--- config.mk ---
export PLATFORM = sky130hd
export DESIGN_NAME = llc_writeback_buffer_flat
export DESIGN_NICKNAME = d
export VERILOG_FILES = /design/src/rtl/llc_writeback_buffer_if.sv /design/src/rtl/llc_writeback_buffer.sv /design/src/flat_wrapper.sv
export SDC_FILE = /design/constraint.sdc
export NUM_CORES = 1
export LEC_CHECK = 0
export CAP_MARGIN = 20
export CORE_AREA = 4 4 517 519
export CTS_CLUSTER_DIAMETER = 120
export DETAILED_ROUTE_END_ITERATION = 8
export DIE_AREA = 0 0 521 523
export HOLD_SLACK_MARGIN = 0.05
export PLACE_DENSITY_LB_ADDON = 0.05
export SLEW_MARGIN = 20
export SYNTH_ARGS = -nofsm -noshare
export SYNTH_HDL_FRONTEND = slang
export SYNTH_SLANG_ARGS = --single-unit
--- constraint.sdc ---
create_clock -name clk -period 35.6 [get_ports clk]
set_input_delay 3.56 -clock clk [delete_from_list [all_inputs] [get_ports clk]]
set_output_delay 3.56 -clock clk [all_outputs]
set_load 0.1 [all_outputs]
--- src/rtl/llc_writeback_buffer_if.sv ---
// AXI4 write-channel bundle (AW, W, B) between the writeback buffer and memory.
// The master modport is the buffer side; the slave modport is the memory side.
interface llc_writeback_buffer_if #(
  parameter int unsigned ADDR_WIDTH = 64,
  parameter int unsigned DATA_WIDTH = 64,
  parameter int unsigned ID_WIDTH   = 13
);
  logic [ID_WIDTH-1:0]   m_axi_awid;
  logic [ADDR_WIDTH-1:0] m_axi_awaddr;
  logic [7:0]            m_axi_awlen;
  logic [2:0]            m_axi_awsize;
  logic [1:0]            m_axi_awburst;
  logic                  m_axi_awlock;
  logic [3:0]            m_axi_awcache;
  logic [2:0]            m_axi_awprot;
  logic                  m_axi_awvalid;
  logic                  m_axi_awready;
  logic [DATA_WIDTH-1:0] m_axi_wdata;
  logic [7:0]            m_axi_wstrb;
  logic                  m_axi_wlast;
  logic                  m_axi_wvalid;
  logic                  m_axi_wready;
  logic [ID_WIDTH-1:0]   m_axi_bid;
  logic [1:0]            m_axi_bresp;
  logic                  m_axi_bvalid;
  logic                  m_axi_bready;

  modport master (
    output m_axi_awid, m_axi_awaddr, m_axi_awlen, m_axi_awsize, m_axi_awburst, m_axi_awlock,
           m_axi_awcache, m_axi_awprot, m_axi_awvalid,
    input  m_axi_awready,
    output m_axi_wdata, m_axi_wstrb, m_axi_wlast, m_axi_wvalid,
    input  m_axi_wready,
    input  m_axi_bid, m_axi_bresp, m_axi_bvalid,
    output m_axi_bready
  );

  modport slave (
    input  m_axi_awid, m_axi_awaddr, m_axi_awlen, m_axi_awsize, m_axi_awburst, m_axi_awlock,
           m_axi_awcache, m_axi_awprot, m_axi_awvalid,
    output m_axi_awready,
    input  m_axi_wdata, m_axi_wstrb, m_axi_wlast, m_axi_wvalid,
    output m_axi_wready,
    output m_axi_bid, m_axi_bresp, m_axi_bvalid,
    input  m_axi_bready
  );
endinterface

--- src/rtl/llc_writeback_buffer.sv ---
// LLC writeback buffer: queues evicted 64-byte lines in a circular FIFO and drains them one
// at a time as 8-beat AXI INCR write bursts. Optional store-to-load forwarding of pending
// lines is enabled by defining WB_FORWARD_EN.
module llc_writeback_buffer #(
  parameter int unsigned ADDR_WIDTH = 64,
  parameter int unsigned DATA_WIDTH = 64,
  parameter int unsigned ID_WIDTH   = 13,
  parameter int unsigned DEPTH      = 2
) (
  input  logic                  clk,
  input  logic                  reset,
  input  logic                  S_W_VALID,
  input  logic [ADDR_WIDTH-1:0] S_W_ADDR,
  input  logic [511:0]          S_W_DATA,
  output logic                  S_W_READY,
  output logic                  S_W_COMPLETE,
  input  logic [ADDR_WIDTH-1:0] L_ADDR,
  output logic                  L_HIT,
  output logic [511:0]          L_DATA,
  output logic                  wb_error,
  llc_writeback_buffer_if.master axi
);
  localparam int unsigned PtrW = $clog2(DEPTH);

  typedef enum logic [1:0] {StIdle, StAw, StW, StB} state_e;

  state_e                state_q, state_d;
  logic [PtrW-1:0]       head_q, head_d, tail_q, tail_d;
  logic [PtrW:0]         count_q, count_d;
  logic [2:0]            beat_q, beat_d;
  logic                  wb_error_q, wb_error_d;
  logic                  push, pop;
  logic [ADDR_WIDTH-1:0] addr_q [DEPTH];
  logic [511:0]          data_q [DEPTH];

  // Occupancy comes from registered count only, so a pop this cycle cannot open a slot.
  assign S_W_READY    = count_q < (PtrW + 1)'(DEPTH);
  assign push         = S_W_VALID && S_W_READY;
  assign S_W_COMPLETE = pop;
  assign wb_error     = wb_error_q;

  assign axi.m_axi_awid    = {ID_WIDTH{1'b0}};
  assign axi.m_axi_awlen   = 8'd7;
  assign axi.m_axi_awsize  = 3'b011;
  assign axi.m_axi_awburst = 2'b01;
  assign axi.m_axi_awlock  = 1'b0;
  assign axi.m_axi_awcache = 4'd0;
  assign axi.m_axi_awprot  = 3'd0;

  // Line storage: written at tail on accept; no reset needed, validity comes from count.
  always_ff @(posedge clk) begin
    if (push) begin
      addr_q[tail_q] <= {S_W_ADDR[ADDR_WIDTH-1:6], 6'd0};
      data_q[tail_q] <= S_W_DATA;
    end
  end

  // Control state register with synchronous reset.
  always_ff @(posedge clk) begin
    if (reset) begin
      state_q    <= StIdle;
      head_q     <= '0;
      tail_q     <= '0;
      count_q    <= '0;
      beat_q     <= '0;
      wb_error_q <= 1'b0;
    end else begin
      state_q    <= state_d;
      head_q     <= head_d;
      tail_q     <= tail_d;
      count_q    <= count_d;
      beat_q     <= beat_d;
      wb_error_q <= wb_error_d;
    end
  end

  // Burst FSM: next state, beat counter and AXI outputs for the head entry.
  always_comb begin
    state_d           = state_q;
    beat_d            = beat_q;
    pop               = 1'b0;
    axi.m_axi_awvalid = 1'b0;
    axi.m_axi_awaddr  = '0;
    axi.m_axi_wvalid  = 1'b0;
    axi.m_axi_wdata   = '0;
    axi.m_axi_wstrb   = 8'h00;
    axi.m_axi_wlast   = 1'b0;
    axi.m_axi_bready  = 1'b0;
    case (state_q)
      StIdle: begin
        if (count_q != '0) state_d = StAw;
      end
      StAw: begin
        axi.m_axi_awvalid = 1'b1;
        axi.m_axi_awaddr  = addr_q[head_q];
        if (axi.m_axi_awready) begin
          state_d = StW;
          beat_d  = '0;
        end
      end
      StW: begin
        axi.m_axi_wvalid = 1'b1;
        axi.m_axi_wdata  = DATA_WIDTH'(data_q[head_q][{beat_q, 6'd0} +: 64]);
        axi.m_axi_wstrb  = 8'hFF;
        axi.m_axi_wlast  = (beat_q == 3'd7);
        if (axi.m_axi_wready) begin
          beat_d = beat_q + 3'd1;
          if (beat_q == 3'd7) state_d = StB;
        end
      end
      StB: begin
        axi.m_axi_bready = 1'b1;
        if (axi.m_axi_bvalid) begin
          pop     = 1'b1;
          state_d = StIdle;
        end
      end
      default: state_d = StIdle;
    endcase
  end

  // FIFO pointers, occupancy and the sticky error flag.
  always_comb begin
    head_d     = pop  ? head_q + PtrW'(1) : head_q;
    tail_d     = push ? tail_q + PtrW'(1) : tail_q;
    count_d    = count_q;
    wb_error_d = wb_error_q | (pop && (axi.m_axi_bresp != 2'b00));
    case ({push, pop})
      2'b10:   count_d = count_q + (PtrW + 1)'(1);
      2'b01:   count_d = count_q - (PtrW + 1)'(1);
      default: count_d = count_q;
    endcase
  end

`ifdef WB_FORWARD_EN
  logic [ADDR_WIDTH-1:0] l_line;
  logic [PtrW-1:0]       fwd_idx;
  logic                  unused_sig;

  assign l_line     = {L_ADDR[ADDR_WIDTH-1:6], 6'd0};
  assign unused_sig = ^{axi.m_axi_bid, S_W_ADDR[5:0], L_ADDR[5:0]};

  // Forwarding lookup: scan oldest to youngest so the youngest match wins.
  always_comb begin
    L_HIT   = 1'b0;
    L_DATA  = '0;
    fwd_idx = head_q;
    for (int unsigned i = 0; i < DEPTH; i++) begin
      fwd_idx = head_q + PtrW'(i);
      if (((PtrW + 1)'(i) < count_q) && (addr_q[fwd_idx] == l_line)) begin
        L_HIT  = 1'b1;
        L_DATA = data_q[fwd_idx];
      end
    end
  end
`else
  logic unused_sig;

  assign unused_sig = ^{axi.m_axi_bid, S_W_ADDR[5:0], L_ADDR};
  assign L_HIT      = 1'b0;
  assign L_DATA     = '0;
`endif

endmodule

--- src/flat_wrapper.sv ---
// flat-port wrapper written by rule: the top's interface ports become plain ports
module llc_writeback_buffer_flat 
#(
  parameter int unsigned ADDR_WIDTH = 64,
  parameter int unsigned DATA_WIDTH = 64,
  parameter int unsigned ID_WIDTH   = 13,
  parameter int unsigned DEPTH      = 2
)
  (clk, reset, S_W_VALID, S_W_ADDR, S_W_DATA, S_W_READY, S_W_COMPLETE, L_ADDR, L_HIT, L_DATA, wb_error, axi_m_axi_awid, axi_m_axi_awaddr, axi_m_axi_awlen, axi_m_axi_awsize, axi_m_axi_awburst, axi_m_axi_awlock, axi_m_axi_awcache, axi_m_axi_awprot, axi_m_axi_awvalid, axi_m_axi_awready, axi_m_axi_wdata, axi_m_axi_wstrb, axi_m_axi_wlast, axi_m_axi_wvalid, axi_m_axi_wready, axi_m_axi_bid, axi_m_axi_bresp, axi_m_axi_bvalid, axi_m_axi_bready);
  llc_writeback_buffer_if #(.ADDR_WIDTH(ADDR_WIDTH), .DATA_WIDTH(DATA_WIDTH), .ID_WIDTH(ID_WIDTH)) axi_i ();
  input  logic clk;
  input  logic reset;
  input  logic S_W_VALID;
  input  logic [ADDR_WIDTH-1:0] S_W_ADDR;
  input  logic [511:0] S_W_DATA;
  output logic S_W_READY;
  output logic S_W_COMPLETE;
  input  logic [ADDR_WIDTH-1:0] L_ADDR;
  output logic L_HIT;
  output logic [511:0] L_DATA;
  output logic wb_error;
  output wire logic [$bits(axi_i.m_axi_awid)-1:0] axi_m_axi_awid;
  output wire logic [$bits(axi_i.m_axi_awaddr)-1:0] axi_m_axi_awaddr;
  output wire logic [$bits(axi_i.m_axi_awlen)-1:0] axi_m_axi_awlen;
  output wire logic [$bits(axi_i.m_axi_awsize)-1:0] axi_m_axi_awsize;
  output wire logic [$bits(axi_i.m_axi_awburst)-1:0] axi_m_axi_awburst;
  output wire logic [$bits(axi_i.m_axi_awlock)-1:0] axi_m_axi_awlock;
  output wire logic [$bits(axi_i.m_axi_awcache)-1:0] axi_m_axi_awcache;
  output wire logic [$bits(axi_i.m_axi_awprot)-1:0] axi_m_axi_awprot;
  output wire logic [$bits(axi_i.m_axi_awvalid)-1:0] axi_m_axi_awvalid;
  input wire logic [$bits(axi_i.m_axi_awready)-1:0] axi_m_axi_awready;
  output wire logic [$bits(axi_i.m_axi_wdata)-1:0] axi_m_axi_wdata;
  output wire logic [$bits(axi_i.m_axi_wstrb)-1:0] axi_m_axi_wstrb;
  output wire logic [$bits(axi_i.m_axi_wlast)-1:0] axi_m_axi_wlast;
  output wire logic [$bits(axi_i.m_axi_wvalid)-1:0] axi_m_axi_wvalid;
  input wire logic [$bits(axi_i.m_axi_wready)-1:0] axi_m_axi_wready;
  input wire logic [$bits(axi_i.m_axi_bid)-1:0] axi_m_axi_bid;
  input wire logic [$bits(axi_i.m_axi_bresp)-1:0] axi_m_axi_bresp;
  input wire logic [$bits(axi_i.m_axi_bvalid)-1:0] axi_m_axi_bvalid;
  output wire logic [$bits(axi_i.m_axi_bready)-1:0] axi_m_axi_bready;
  assign axi_m_axi_awid = axi_i.m_axi_awid;
  assign axi_m_axi_awaddr = axi_i.m_axi_awaddr;
  assign axi_m_axi_awlen = axi_i.m_axi_awlen;
  assign axi_m_axi_awsize = axi_i.m_axi_awsize;
  assign axi_m_axi_awburst = axi_i.m_axi_awburst;
  assign axi_m_axi_awlock = axi_i.m_axi_awlock;
  assign axi_m_axi_awcache = axi_i.m_axi_awcache;
  assign axi_m_axi_awprot = axi_i.m_axi_awprot;
  assign axi_m_axi_awvalid = axi_i.m_axi_awvalid;
  assign axi_i.m_axi_awready = axi_m_axi_awready;
  assign axi_m_axi_wdata = axi_i.m_axi_wdata;
  assign axi_m_axi_wstrb = axi_i.m_axi_wstrb;
  assign axi_m_axi_wlast = axi_i.m_axi_wlast;
  assign axi_m_axi_wvalid = axi_i.m_axi_wvalid;
  assign axi_i.m_axi_wready = axi_m_axi_wready;
  assign axi_i.m_axi_bid = axi_m_axi_bid;
  assign axi_i.m_axi_bresp = axi_m_axi_bresp;
  assign axi_i.m_axi_bvalid = axi_m_axi_bvalid;
  assign axi_m_axi_bready = axi_i.m_axi_bready;
  llc_writeback_buffer #(.ADDR_WIDTH(ADDR_WIDTH), .DATA_WIDTH(DATA_WIDTH), .ID_WIDTH(ID_WIDTH), .DEPTH(DEPTH)) u_core (.clk(clk), .reset(reset), .S_W_VALID(S_W_VALID), .S_W_ADDR(S_W_ADDR), .S_W_DATA(S_W_DATA), .S_W_READY(S_W_READY), .S_W_COMPLETE(S_W_COMPLETE), .L_ADDR(L_ADDR), .L_HIT(L_HIT), .L_DATA(L_DATA), .wb_error(wb_error), .axi(axi_i));
endmodule
### Word level (Yosys, flattened, before mapping)

Memories as Yosys holds them, arrays and structs flattened. A register that Yosys moved wholly into a read port is not among the register bits.
Cells that the tools add are included.

* logic and storage cells: 61
* output and inout port bits: 690
* memory bits (read-only): 0
* bits in latches: 0
* register bits after elaboration: 10
* bits of input ports: 661
* bits in writable memories: 1140
* memories kept: 2

Memories
* u_core.data_q: words 2, bits a word 512, rd ports 1, clocked after Yosys merged registers in 1, wr ports 1, line llc_writeback_buffer.sv:34 `logic [511:0] data_q [DEPTH];`
* u_core.addr_q: words 2, bits a word 58, rd ports 1, clocked after Yosys merged registers in 1, wr ports 1, line llc_writeback_buffer.sv:33 `logic [ADDR_WIDTH-1:0] addr_q [DEPTH];`

* $add $sub $neg: 5
* shifts and indexed selects: 1
* bitwise logic cells: 1
* multiply operators: 0
* multiplexer cells: 25
* equality and inequality tests: 11
* order comparisons: 1
* div/mod/pow operators: 0
* reduce and logical (&&, ||, !) cells: 9

Operators with widths (count)
* $shiftx 512x10->64: 1
* $mux 64: 2
* $mux 1: 12
* $mux 2: 5
* $mux 8: 1
* $pmux 2 s4: 1
* $reduce_bool 2->1: 4
* $eq 2x2->1 const B: 3
* $mux 3: 2
* $ne 2x2->1 const B: 3
* $pmux 3 s2: 1
* $reduce_and 5->1: 1
* $eq 2x1->1 const B: 2
* $ne 2x1->1 const B: 2
* $pmux 2 s2: 1
* $add 3x1->3 const B: 1
* $eq 3x3->1 const B: 1
* $reduce_and 3->1: 1
* $add 1x1->1 const B: 2
* $add 2x1->2 const B: 1
* $logic_and 1x1->1: 2
* $logic_not 2->1: 1
* $lt 2x2->1 const B: 1
* $sub 2x1->2 const B: 1
* $or 1x1->1: 1

### Longest topological paths before layout

* depth in word-level cells: 4
* mapped depth: 9
* mapped depth without buffers: 6

### Least setup slack after synthesis

No wires, ideal clock.

* kind: in2reg
* start: input S_W_VALID
* end: memory u_core.addr_q[0][0] (netlist name) (enable)
* library setup time: 1.521 ns
* stages: 2
* slack: 6.756 ns
* path buffers: 0
* data arrival time: 27.324 ns
* data required time: 34.079 ns
* cells stage by stage: nand2_1 -> nor2_1

* cells in the longest elaborated chain, start to end: 3

RTL lines
* start: declaration: line flat_wrapper.sv:13 `input logic S_W_VALID;`
* $logic_and 1x1->1: line llc_writeback_buffer.sv:38 `assign push = S_W_VALID && S_W_READY;`
* $mux 1: line llc_writeback_buffer.sv:52 `if (push) begin`
* $mux 1 (not written as such): line llc_writeback_buffer.sv:53 `addr_q[tail_q] <= {S_W_ADDR[ADDR_WIDTH-1:6], 6'd0};`
* end: declaration: line llc_writeback_buffer.sv:33

Every way passes these cells.

==> flow_summary.html <==
<table>
<tr><th>Metric</th><th>Value</th></tr>
<tr><th colspan="2">Critical path</th></tr>
<tr><td>Worst flop-to-flop path endpoint</td><td>u_core.data_q[1][8]</td></tr>
<tr><td>FF-to-FF Start</td><td>u_core.count_q[1]</td></tr>
<tr><td>Worst Reg-to-Reg Cells</td><td>5</td></tr>
<tr><td>Cells traversed along the worst timing path</td><td>buf_4 -&gt; buf_4 -&gt; buf_4 -&gt; mux2i_1 -&gt; a22oi_1 -&gt; nand2_1 -&gt; o22ai_1 -&gt; clkdlybuf4s50_1</td></tr>
<tr><td>Kind of end point of the critical path</td><td>output pin</td></tr>
<tr><td>WP data arrival</td><td>5.96 ns</td></tr>
<tr><td>Reg-to-reg slack, setup</td><td>31.40 ns</td></tr>
<tr><td>WP data required</td><td>32.04 ns</td></tr>
<tr><td>Worst setup path class</td><td>register to output pin</td></tr>
<tr><td>Most repeated library cell on the critical path</td><td>buf_4</td></tr>
<tr><td>Maximum fanout along the worst path</td><td>46</td></tr>
<tr><td>Critical Path Slowest Stage Cell</td><td>clkdlybuf4s50_1</td></tr>
<tr><td>Slowest cell delay on critical path</td><td>1.22 ns</td></tr>
<tr><td>Category of the worst setup path launch point</td><td>register</td></tr>
<tr><th colspan="2">Power and ir drop</th></tr>
<tr><td>Share of total power in sequential cells</td><td>0.402</td></tr>
<tr><td>Power density over the cells</td><td>67.15 nW/um^2</td></tr>
<tr><td>Clock share of power</td><td>0.336</td></tr>
<tr><td>Switching power</td><td>1.505 mW</td></tr>
<tr><td>Sw Share</td><td>0.3600</td></tr>
<tr><td>Leakage dissipation</td><td>19.99 nW</td></tr>
<tr><td>Relative contribution of combinational cells to total power</td><td>0.262</td></tr>
<tr><td>Pint</td><td>2.675 mW</td></tr>
<tr><td>Worst voltage drop across the vdd grid</td><td>0.04689 mV</td></tr>
<tr><th colspan="2">GRT</th></tr>
<tr><td>Antenna violations before repair</td><td>210</td></tr>
<tr><td>First-pass GRT wire length</td><td>229.7 mm</td></tr>
<tr><td>GR Overflow Total</td><td>0</td></tr>
<tr><td>Global-route usage over all layers</td><td>0.1228</td></tr>
<tr><td>Largest net degree at the start of global routing</td><td>139</td></tr>
<tr><td>Vias in the first global route</td><td>26152</td></tr>
<tr><th colspan="2">Min path</th></tr>
<tr><td>Hold EP</td><td>u_core.wb_error</td></tr>
<tr><td>Hold path depth</td><td>2</td></tr>
<tr><td>Hold crit path type</td><td>register to register</td></tr>
<tr><td>Source of the worst hold timing path</td><td>u_core.wb_error</td></tr>
<tr><th colspan="2">Synthesis</th></tr>
<tr><td>Netlist cell types</td><td>35</td></tr>
<tr><td>Yosys warning count</td><td>0</td></tr>
<tr><td>Largest cells by area after synthesis</td><td>edfxtp_1, mux2i_1, buf_4</td></tr>
<tr><td>Flip-flop and latch count after synthesis</td><td>1151</td></tr>
<tr><td>Library cell with the largest summed area after synthesis</td><td>edfxtp_1</td></tr>
<tr><td>Sequential element share of the synthesized area</td><td>0.7072</td></tr>
<tr><td>Post-Synthesis Cell Area</td><td>48720 um^2</td></tr>
<tr><td>Average size of a mapped cell</td><td>16.48 um^2</td></tr>
<tr><td>Synth top area share</td><td>0.7027</td></tr>
<tr><td>Post-synthesis instance total</td><td>2956</td></tr>
<tr><th colspan="2">Run status</th></tr>
<tr><td>Run status</td><td>finished, final reports clean</td></tr>
<tr><th colspan="2">Clocking</th></tr>
<tr><td>Total CTS buffers</td><td>148</td></tr>
<tr><td>Number of levels the H-tree was split into</td><td>4</td></tr>
<tr><td>Number of gates resized after CTS</td><td>0</td></tr>
<tr><td>CTS hold repair buffers</td><td>0</td></tr>
<tr><td>Clock network latency to the later pin of the worst-skew pair</td><td>0.78 ns</td></tr>
<tr><td>Number of buffers on the longest clock path</td><td>3</td></tr>
<tr><td>Sink Count</td><td>1151</td></tr>
<tr><td>Post-CTS setup-driven buffer insertion count</td><td>0</td></tr>
<tr><td>Clock root buffer</td><td>clkbuf_16</td></tr>
<tr><td>Clock tree from TritonCTS</td><td>done</td></tr>
<tr><td>Post-CTS clock slew at the launch and capture registers of the worst setup and hold paths</td><td>0.05 ns</td></tr>
<tr><th colspan="2">Finish</th></tr>
<tr><td>Post-route insts no fill</td><td>7388</td></tr>
<tr><td>Most common library cell in the layout ignoring fill and taps</td><td>edfxtp_1</td></tr>
<tr><td>Net total in the final layout</td><td>4381</td></tr>
<tr><td>Filler instances</td><td>27070</td></tr>
<tr><td>Total non-filler cell area in the finished layout</td><td>62250 um^2</td></tr>
<tr><td>Top library cells by usage in the layout, fill and taps aside</td><td>edfxtp_1, clkdlybuf4s50_1, conb_1</td></tr>
<tr><td>Layout-stage area growth over the synthesis result</td><td>27.78%</td></tr>
<tr><td>Fraction of layout cells with a size suffix above 1</td><td>0.06825</td></tr>
<tr><th colspan="2">Floorplanning</th></tr>
<tr><td>Core box area</td><td>262000 um^2</td></tr>
<tr><td>Effective utilization at floorplan</td><td>0.1859</td></tr>
<tr><td>Die Height</td><td>523 um</td></tr>
<tr><td>IO Pins</td><td>1351</td></tr>
<tr><td>Full die area</td><td>272500 um^2</td></tr>
<tr><td>DIE WIDTH</td><td>521 um</td></tr>
<tr><td>Num rows</td><td>188</td></tr>
<tr><th colspan="2">Timing</th></tr>
<tr><td>Share of the clock period used by the worst path after layout</td><td>0.2675</td></tr>
<tr><td>Final total negative setup slack</td><td>0 ns</td></tr>
<tr><td>Setup skew after layout</td><td>0.02605 ns</td></tr>
<tr><td>Slew at the pin closest to its max-slew limit</td><td>1.171 ns</td></tr>
<tr><td>Fmax</td><td>105.0 MHz</td></tr>
<tr><td>RSZ-0062 raised after global routing</td><td>no</td></tr>
<tr><td>Final count of negative-setup-slack endpoints</td><td>0</td></tr>
<tr><td>Number of slew-limit violations in the final report</td><td>0</td></tr>
<tr><td>Final Hold Vio Count</td><td>0</td></tr>
<tr><td>Period minus WS final</td><td>9.524 ns</td></tr>
<tr><td>Worst slew margin relative to its limit</td><td>0.2169</td></tr>
<tr><th colspan="2">Route</th></tr>
<tr><td>Remaining routing DRC violations</td><td>0</td></tr>
<tr><td>Number of routed nets with antenna violations</td><td>0</td></tr>
<tr><td>Wire length per cell after detailed routing</td><td>23.74 um</td></tr>
<tr><td>1st-pass router iterations</td><td>7</td></tr>
<tr><td>Violation count after the first detailed-routing iteration</td><td>1222</td></tr>
<tr><td>Number of vias after detailed routing</td><td>26244</td></tr>
<tr><td>Detailed-route wire length</td><td>175.4 mm</td></tr>
<tr><td>Vias per cell</td><td>3.552</td></tr>
<tr><th colspan="2">Place</th></tr>
<tr><td>Dpl cells</td><td>7077</td></tr>
<tr><td>DP HPWL</td><td>119.9 mm</td></tr>
<tr><td>Placed inst area</td><td>57670 um^2</td></tr>
<tr><td>Number of input and output port buffers inserted</td><td>714</td></tr>
<tr><td>Final weighted congestion in routability-driven placement</td><td>0.7052</td></tr>
<tr><th colspan="2">Flow run</th></tr>
<tr><td>Reported max-cap violation count</td><td>0</td></tr>
</table>
-- worst max-delay path, delay by kind of cell (launching register included) --
| family | cells | cell delay [ns] |
|---|---|---|
| flip-flops | 1 | 0.79 |
| buffers and inverters | 4 | 3.41 |
| AO/OA/AOI/OAI | 2 | 0.53 |
| AND/OR/NAND/NOR | 1 | 0.09 |
| multiplexers | 1 | 0.20 |
-- registers in the layout, summed over array words and instances (netlist names), named ones only --
register,cells
u_core.state_q,2
u_core.wb_error,1
u_core.count_q,2
u_core.beat_q,3
u_core.head_q,1
u_core.addr_q,116
u_core.data_q,1024
u_core.tail_q,1
-- kinds of logic after synthesis --
kind of cell | share of synthesized area
AO/OA/AOI/OAI | 0.04859
XOR/XNOR | 0.0007192
adder cells (fa/ha/maj) | 0.002055
buffers and inverters | 0.1045
flip-flops | 0.7072
multiplexers | 0.1179
other | 0.0001541
AND/OR/NAND/NOR | 0.01888
-- layer usage --
| layer | up-vias | wire length, um | part of all wire | global-route usage |
|---|---|---|---|---|
| met5 | - | 391 | 0.0022 | 0 |
| met1 | 12794 | 61950 | 0.35 | 0.1259 |
| met3 | 487 | 12990 | 0.074 | 0.04245 |
| met4 | 58 | 5981 | 0.034 | 0.04920 |
| li1 | 11783 | - | - | - |
| met2 | 1122 | 94110 | 0.54 | 0.2275 |
-- synth_stat cells --
master and n:
inv_1 6, nand3_1 1, o22ai_1 48, nor2_1 10, buf_8 2, a32oi_1 2
xor2_1 2, mux2i_1 538, a21oi_1 5, o21ai_0 34, nor2b_1 61, nand2b_1 3
mux4_2 16, ha_1 8, a22oi_1 224, buf_2 39, buf_6 20, a221oi_1 17
or3_1 1, nand3b_1 1, o211ai_1 1, buf_12 1, buf_1 6, and3_1 1
conb_1 2, a311oi_1 1, dfxtp_1 11, and2_1 4, a21o_1 1, clkbuf_1 47
buf_4 582, clkbuf_4 4, edfxtp_1 1140, nand2_1 115, xnor2_1 2
-- how the worst max path moves through the flow --
stage	startpoint	end	slack (ns)	cells after the start
6_report	register	axi_m_axi_wdata[55]	26.08	8
5_1_grt	register	axi_m_axi_wdata[55]	25.62	8
4_1_cts	register	axi_m_axi_wdata[55]	25.73	8
3_5_place_dp	axi_m_axi_bvalid	S_W_COMPLETE	26.51	3
3_3_place_gp	axi_m_axi_bvalid	S_W_COMPLETE	26.47	3
2_1_floorplan	S_W_VALID	u_core.addr_q[0][0]	6.76	2
-- power by group through the flow --
stage	logic, mW	registers, mW	clock network (mW)
2_1_floorplan	0.846	1.82	0
3_3_place_gp	1.13	1.71	0
3_5_place_dp	1.12	1.71	0
4_1_cts	1.13	1.68	1.47
5_1_grt	1.15	1.69	1.53
6_report	1.10	1.68	1.40
-- layout make-up --
cell class | count | area [um^2] | share of cell area
clock buffers | 206 | 3941 | 0.06331
diodes | 49 | 122.6 | 0.001970
multi-input cells | 1649 | 11300 | 0.1815
flip-flops and latches | 1151 | 34460 | 0.5535
repair buffers | 756 | 7485 | 0.1202
inverters | 6 | 22.52 | 0.0003618
well taps | 3515 | 4398 | 0.07064
clock inverters | 56 | 530.5 | 0.008522
-- per-stage QoR --
step / hold WS (ns) / utilization / setup WS [ns] / total power [mW]
finish: 0.4492 / 0.2376 / 26.08 / 4.180
global route: 0.4743 / 0.2373 / 25.62 / 4.371
CTS: 0.4527 / 0.2371 / 25.73 / 4.279
detailed placement: 0.4428 / 0.2201 / 26.51 / 2.832
global placement: 0.4380 / 0.2201 / 26.47 / 2.837
floorplan: 0.4714 / - / 6.756 / 2.669
No activity file was read; power rests on OpenSTA's default activity.
